===== src/rtl/bcd_pkg.sv =====
// Shared types and constants for the sequential binary-to-BCD converter.
// The pow10 helper is used at elaboration to check that D digits can hold every input value.
package bcd_pkg;

  typedef enum logic [1:0] {
    IDLE = 2'd0,
    CONV = 2'd1,
    DONE = 2'd2
  } state_t;

  localparam int DIG_W = 4;
  localparam logic [DIG_W-1:0] ADJ_UMBRAL = 4'd5;
  localparam logic [DIG_W-1:0] ADJ_SUMA   = 4'd3;

  function automatic longint unsigned pow10(input int d);
    longint unsigned r;
    r = 1;
    for (int i = 0; i < d; i++) r = r * 10;
    return r;
  endfunction

endpackage


===== src/rtl/bcd_ajuste_digito.sv =====
// Double-dabble digit correction applied before each shift.
// Adds 3 to a 4-bit BCD digit that is 5 or greater.
module bcd_ajuste_digito
  import bcd_pkg::*;
(
  input  logic [DIG_W-1:0] digito,
  output logic [DIG_W-1:0] ajustado
);

  assign ajustado = (digito >= ADJ_UMBRAL) ? digito + ADJ_SUMA : digito;

endmodule


===== src/rtl/bin_a_bcd_secuencial.sv =====
// Sequential binary-to-BCD converter (shift-and-add-3, one input bit per clock).
// bcd is registered and changes only on the edge that enters DONE.
module bin_a_bcd_secuencial
  import bcd_pkg::*;
#(
  parameter int N = 4,
  parameter int D = 2
) (
  input  logic             clk,
  input  logic             rst,
  input  logic [N-1:0]     bin,
  input  logic             start,
  output logic [4*D-1:0]   bcd,
  output logic [3:0]       unidades,
  output logic [3:0]       decenas,
  output logic             busy,
  output logic             done
);

  localparam int SR_W  = DIG_W * D + N;
  localparam int CNT_W = $clog2(N + 1);

  if (pow10(D) <= (64'd1 << N) - 64'd1) begin : g_d_insuficiente
    $error("bin_a_bcd_secuencial: D=%0d digits cannot represent 2^%0d-1", D, N);
  end

  state_t           state, state_next;
  logic [SR_W-1:0]  shreg;
  logic [SR_W-1:0]  adj;
  logic [SR_W-1:0]  shifted;
  logic [CNT_W-1:0] cnt;
  logic             load;
  logic             shift;
  logic             fin;

  // Every digit of the BCD field, including the top one, is corrected before the shift.
  for (genvar i = 0; i < D; i++) begin : g_dig
    bcd_ajuste_digito u_ajuste (
      .digito   (shreg[N + DIG_W*i +: DIG_W]),
      .ajustado (adj[N + DIG_W*i +: DIG_W])
    );
  end

  assign adj[N-1:0] = shreg[N-1:0];
  assign shifted    = adj << 1;

  always_ff @(posedge clk) begin
    if (rst) state <= IDLE;
    else     state <= state_next;
  end

  always_comb begin
    state_next = state;
    load       = 1'b0;
    shift      = 1'b0;
    fin        = 1'b0;
    busy       = 1'b0;
    done       = 1'b0;
    case (state)
      IDLE: begin
        if (start) begin
          load       = 1'b1;
          state_next = CONV;
        end
      end
      CONV: begin
        busy  = 1'b1;
        shift = 1'b1;
        if (cnt == CNT_W'(1)) begin
          fin        = 1'b1;
          state_next = DONE;
        end
      end
      DONE: begin
        done = 1'b1;
        if (start) begin
          load       = 1'b1;
          state_next = CONV;
        end else begin
          state_next = IDLE;
        end
      end
      default: state_next = IDLE;
    endcase
  end

  // The result register is loaded from the post-shift value so it is valid in the DONE cycle.
  always_ff @(posedge clk) begin
    if (rst) begin
      shreg <= '0;
      cnt   <= '0;
      bcd   <= '0;
    end else if (load) begin
      shreg <= {{(DIG_W*D){1'b0}}, bin};
      cnt   <= CNT_W'(N);
    end else if (shift) begin
      shreg <= shifted;
      cnt   <= cnt - CNT_W'(1);
      if (fin) bcd <= shifted[SR_W-1:N];
    end
  end

  assign unidades = bcd[3:0];

  if (D >= 2) begin : g_decenas
    assign decenas = bcd[7:4];
  end else begin : g_sin_decenas
    assign decenas = 4'd0;
  end

endmodule


===== config.mk =====
export PLATFORM = sky130hd
export DESIGN_NAME = bin_a_bcd_secuencial
export DESIGN_NICKNAME = d
export VERILOG_FILES = /design/src/rtl/bcd_pkg.sv /design/src/rtl/bcd_ajuste_digito.sv /design/src/rtl/bin_a_bcd_secuencial.sv
export SDC_FILE = /design/constraint.sdc
export NUM_CORES = 1
export LEC_CHECK = 0
export CAP_MARGIN = 20
export CORE_MARGIN = 2
export CORE_UTILIZATION = 41
export CTS_CLUSTER_SIZE = 30
export DETAILED_ROUTE_END_ITERATION = 12
export PLACE_DENSITY_LB_ADDON = 0.3
export SYNTH_ARGS = -nofsm -noshare
export SYNTH_HDL_FRONTEND = slang
export SYNTH_SLANG_ARGS = --single-unit

===== constraint.sdc =====
create_clock -name clk -period 2.1 [get_ports clk]
set_clock_uncertainty 0.15 [all_clocks]
set_input_delay 0.42 -clock clk [delete_from_list [all_inputs] [get_ports clk]]
set_output_delay 0.42 -clock clk [all_outputs]
set_load 0.05 [all_outputs]

* After elaboration in Yosys (flattened, before gate mapping)
Cells that the tools add are included.
Storage, ports and cells: register bits 25, bits of input ports 7, output and inout port bits 18, word-level logic and storage cells 39
Operators by class: add/subtract/negate cells 3, order comparisons 2, equality and inequality tests 5, multiplexer cells 16, bitwise logic cells 1, reductions and logical operators 6
Operators with widths (count):
- $mux W4 | 3
- $mux W3 | 3
- $ge A4 B3 Y1 const B | 2
- $mux W1 | 7
- $pmux W2 S3 | 1
- $add A4 B2 Y4 const B | 1
- $mux W2 | 2
- $ne A2 B2 Y1 const B | 2
- $reduce_or A2 Y1 | 2
- $add A3 B2 Y3 const B | 1
- $eq A3 B1 Y1 const B | 1
- $reduce_and A3 Y1 | 1
- $sub A3 B1 Y3 const B | 1
- $eq A2 B1 Y1 const B | 1
- $eq A2 B2 Y1 const B | 1
- $logic_not A2 Y1 | 1
- $reduce_and A2 Y1 | 1
- $reduce_bool A2 Y1 | 1
- $not A1 Y1 | 1

* Longest topological paths before layout
depth in word-level cells 5, mapped depth 7, mapped depth without buffers 6

* Hierarchy
From an unflattened synthesis, not the netlist that was laid out.
Unflattened totals: cell total of the unflattened synthesis 153, area total of the unflattened synthesis 1237.4 um2
Modules (own cells, without submodules):
- bin_a_bcd_secuencial | instances 1, cells each 121, area an instance 1034.7 um2, seq. area each 500.5 um2
- bcd_ajuste_digito | instances 2, cells each 16, area an instance 101.3 um2, seq. area each 0.0 um2

* Worst setup path before layout
OpenSTA, ideal clock, no wires.
path kind reg2reg, from register shreg[4], to register bcd[2], library setup time 0.073 ns, arrival time 1.401 ns, required time 1.877 ns, path slack 0.476 ns, stages on the path, launching flop included 7, path buffers 0, period minus slack after synthesis 1.624 ns, path through dfxtp_1 inv_1 ha_1 nand2b_1 a21oi_1 mux2_2 o22ai_2
On the way: word-level cells in the longest chain between the ends 2, elaborated cells between the ends (all ways) 3, those cells by class add/sub (1); order compare (1); mux (1)
Ends and longest elaborated chain:
- from (decl) | RTL line bin_a_bcd_secuencial.sv:28 | logic [SR_W-1:0] shreg;
- from (signal assigned) | RTL line bin_a_bcd_secuencial.sv:94 | shreg <= {{(DIG_W*D){1'b0}}, bin};
- from (signal assigned) | RTL line bin_a_bcd_secuencial.sv:97 | shreg <= shifted;
- $add A4 B2 Y4 / $ge A4 B3 Y1 (equally long branches) | RTL line bcd_ajuste_digito.sv:10 | assign ajustado = (digito >= ADJ_UMBRAL) ? digito + ADJ_SUMA : digito;
- $mux W4 (*) | RTL line bcd_ajuste_digito.sv:10
- to (signal assigned) | RTL line bin_a_bcd_secuencial.sv:99 | if (fin) bcd <= shifted[SR_W-1:N];
- to (decl) | RTL line bin_a_bcd_secuencial.sv:13 | output logic [4*D-1:0] bcd,
Every way passes the cells marked *; elsewhere a longest branch is shown, timed or not. A chain may end at the register's enable or synchronous reset.

* Final worst setup path
from register state[1], to output busy
On the way: word-level cells in the longest chain between the ends 2
Ends and longest elaborated chain:
- from (decl) | RTL line bin_a_bcd_secuencial.sv:27 | state_t state, state_next;
- from (signal assigned) | RTL line bin_a_bcd_secuencial.sv:49 | else state <= state_next;
- $eq A2 B1 Y1 | RTL line bin_a_bcd_secuencial.sv:59 | case (state)
- $mux W1 | RTL line bin_a_bcd_secuencial.sv:59
- to (decl) | RTL line bin_a_bcd_secuencial.sv:16 | output logic busy,
No other way between the ends.

==> flow_summary_export.csv <==
group,metric,value,unit
critical_path,crit_slowest_cell,"dfxtp_1",
synth,synth-seq-cells,25,
synth,yosysUniqueCellTypes,28,
clocking,clock-sinks,25,
sta,finalCritPeriodShare,91.69,%
final_layout,multi_input_area,578.1,sq um
synth,synth_top_area_cell,"dfxtp_1",
grt,grt_use_total,14.88,%
sta,rsz0062_at_grt,"no",
synth,synth_area_leaders,"dfxtp_1 (41%), buf_4 (6.2%), ha_1 (6.2%)",
final_layout,regArea,500.5,sq um
synth,synth_cells,135,
final_layout,n_fill_cell,258,
floorplan,die_area,0.003408,sq mm
floorplan,io-pin-count,25,
sta,maxSlewHeadroom,65.81,%
drt,viasPerCell,5.145,
final_layout,diodes,0,
critical_path,path_delay_family,"buffers and inverters",
status,status,"finished, final reports clean",
synth,syn_nets,148,
floorplan,fp.coreArea,0.002781,sq mm
place,place_inst,182,
sta,maxSlewViolCount,0,
flow_run,drv_cap,0,
sta,setup_viol,0,
pwr,ir_drop,532.9,uV
critical_path,cp_max_fo,15,
drt,drt-wirelength-per-cell,12.37,um
final_layout,drive_gt1_share,14.84,%
clocking,clk_pin_slew_worst_paths,0.13,ns
clocking,htreeDepth,1,
critical_path,path_cells,"nand2b_1 -> inv_2 -> buf_12",
sta,final.setup.tns,0,ns
drt,postRouteWirelength,2300,um
critical_path,crit_required,1.53,ns
synth,yosysTopAreaCellShare,41.28,%
place,port_buffers,24,
min_path,hold_path_class,"flop to flop",
critical_path,critPathLaunchType,"flop",
drt,via_count,957,
pwr,p_leak,0.7745,nW
grt,antenna_found_initial,0,
synth,ys_warn_count,0,
grt,grt_first_pass_wirelength,3926,um
clocking,clk_latency,0.31,ns
critical_path,crit_path_end_kind,"output pin",
clocking,cts_tree,"done",
critical_path,critPathArrivalTime,1.36,ns
grt,grt_pass1_vias,910,
synth,yosysSeqAreaShare,41.28,%
critical_path,slowest_delay,0.33,ns
floorplan,die_w,58.38,um
critical_path,critPathBufInv,2,
clocking,cts-root-buf,"clkbuf_4",
sta,hold_viol,0,
floorplan,initial_core_util,43.59,%
synth,avgSynthCellArea,8.981,sq um
place,dp_hpwl,1750,um
final_layout,area_growth,23.43,%
pwr,power_density,570.1,mW/mm^2
drt,ant_nets,0,
final_layout,final_cells,186,
drt,first_pass_iters,4,
clocking,cts-buffers-inserted,3,
floorplan,row_count,19,
synth,netlist_area,0.001212,sq mm
drt,drtIter0Drc,30,
clocking,cts_buffer_depth,2,
place,gp_congestion,0.7858,
grt,grt-ovfl-total,0,
critical_path,crit_type,"flop to output pin",
grt,grt_max_degree,16,
drt,drc,0,
final_layout,fin_nets,169,
floorplan,die_height,58.38,um
sta,period_needed,1.926,ns
sta,worstMarginPinSlew,0.5120,ns
sta,fmax,519.3,MHz
synth_stat cells (all sizes together):
library cell and n:
clkbuf 1, nand2b 8, xor2 1, and2 1, a211oi 5, inv 9, a21oi 13, nor2b 2
o22ai 8, or2 1, mux2 2, mux2i 1, nand2 11, nor3b 2, dfxtp 25, or3 2
xnor2 3, nand3 1, ha 6, buf 13, o21ai 3, nor2 13, a22oi 4
final timing paths:
kind / start / end / slack [ns] / cells after the start
worst min register to register: shreg[2] / shreg[2] / 0.32 / 2
worst max register to register: shreg[4] / bcd[2] / 0.32 / 6
worst min-delay path: shreg[2] / shreg[2] / 0.32 / 2
worst max-delay path: state[1] / busy / 0.17 / 3
power by group:
group	switching [mW]	internal, mW	leakage, nW
clock network	0.139	0.0743	0.0150
logic	0.0797	0.0592	0.557
registers	0.0108	0.491	0.203
total	0.229	0.624	0.775
cells by family (layout without fill, tap and decap cells):
group	count (synthesis)	count (layout)	share of synthesized area (%)
AND/OR/NAND/NOR	41	41	17.13
XOR/XNOR	4	4	2.890
flip-flops	25	25	41.28
adder cells (fa/ha/maj)	6	6	6.192
AO/OA/AOI/OAI	33	33	18.78
multiplexers	3	3	2.683
buffers and inverters	23	43	11.04
cell type report:
| type | count | share of cell area, % |
|---|---|---|
| Clock buffer | 4 | 1.756 |
| Inverter | 9 | 2.258 |
| Multi-Input combinational cell | 87 | 38.63 |
| Sequential cell | 25 | 33.44 |
| Tap cell | 31 | 2.592 |
| Timing Repair Buffer | 30 | 21.32 |
layout by cell type, fill, tap and decap left out:
| cell | count |
|---|---|
| a21oi_1 | 13 |
| inv_2 | 1 |
| o22ai_2 | 4 |
| ha_1 | 6 |
| clkbuf_1 | 1 |
| nor2_1 | 13 |
| a22oi_1 | 4 |
| nand2_1 | 11 |
| or3_4 | 2 |
| mux2_2 | 2 |
| dfxtp_1 | 25 |
| a211oi_2 | 1 |
| nand3_1 | 1 |
| and2_1 | 1 |
| nor2b_1 | 2 |
| clkdlybuf4s50_1 | 6 |
| o21ai_0 | 3 |
| xnor2_1 | 3 |
| o22ai_1 | 4 |
| buf_12 | 1 |
| or2_0 | 1 |
| nand2b_1 | 8 |
| a211oi_1 | 4 |
| clkbuf_4 | 3 |
| nor3b_1 | 2 |
| dlymetal6s2s_1 | 13 |
| dlygate4sd2_1 | 1 |
| mux2i_1 | 1 |
| inv_1 | 8 |
| buf_4 | 9 |
| xor2_1 | 1 |
flip-flops by register name, indices dropped and copies added, names as in the netlist:
register	count
cnt	3
bcd	8
state	2
shreg	12
metrics by stage:
step	total power, mW	util [%]	setup slack [ns]	hold WS, ns	area (sq um)
after detailed placement	0.6516	51.73	0.1601	0.3028	1439
after CTS	0.8682	52.63	0.004137	0.3210	1464
final	0.8532	53.80	0.1745	0.3194	1496
after global placement	0.6473	51.73	0.3043	0.2979	1439
after global routing	0.9039	53.80	0.05758	0.3371	1496
after floorplan	0.6072	-	0.4761	0.2868	1212
layer usage:
layer | vias up | GRT usage, % | part of all wire (%)
met5 | - | 0 | 0
met4 | 0 | 4.651 | 1.5
met3 | 4 | 4.835 | 6.2
met2 | 24 | 24.88 | 48
met1 | 443 | 18.07 | 44
li1 | 486 | - | -
worst min-delay path, stage by stage, from the launching register on:
cell and delay [ns]:
dfxtp_1 0.33, nand2_1 0.05, a21oi_1 0.05
what timing repair did:
action	4_1_cts	5_1_grt
gates resized for setup	1	13
setup buffers	0	0
hold endpoints to repair	0	0
endpoints found under the setup margin	1	13
hold buffers	0	0
Note: power is estimated with default switching activity, not from simulation.
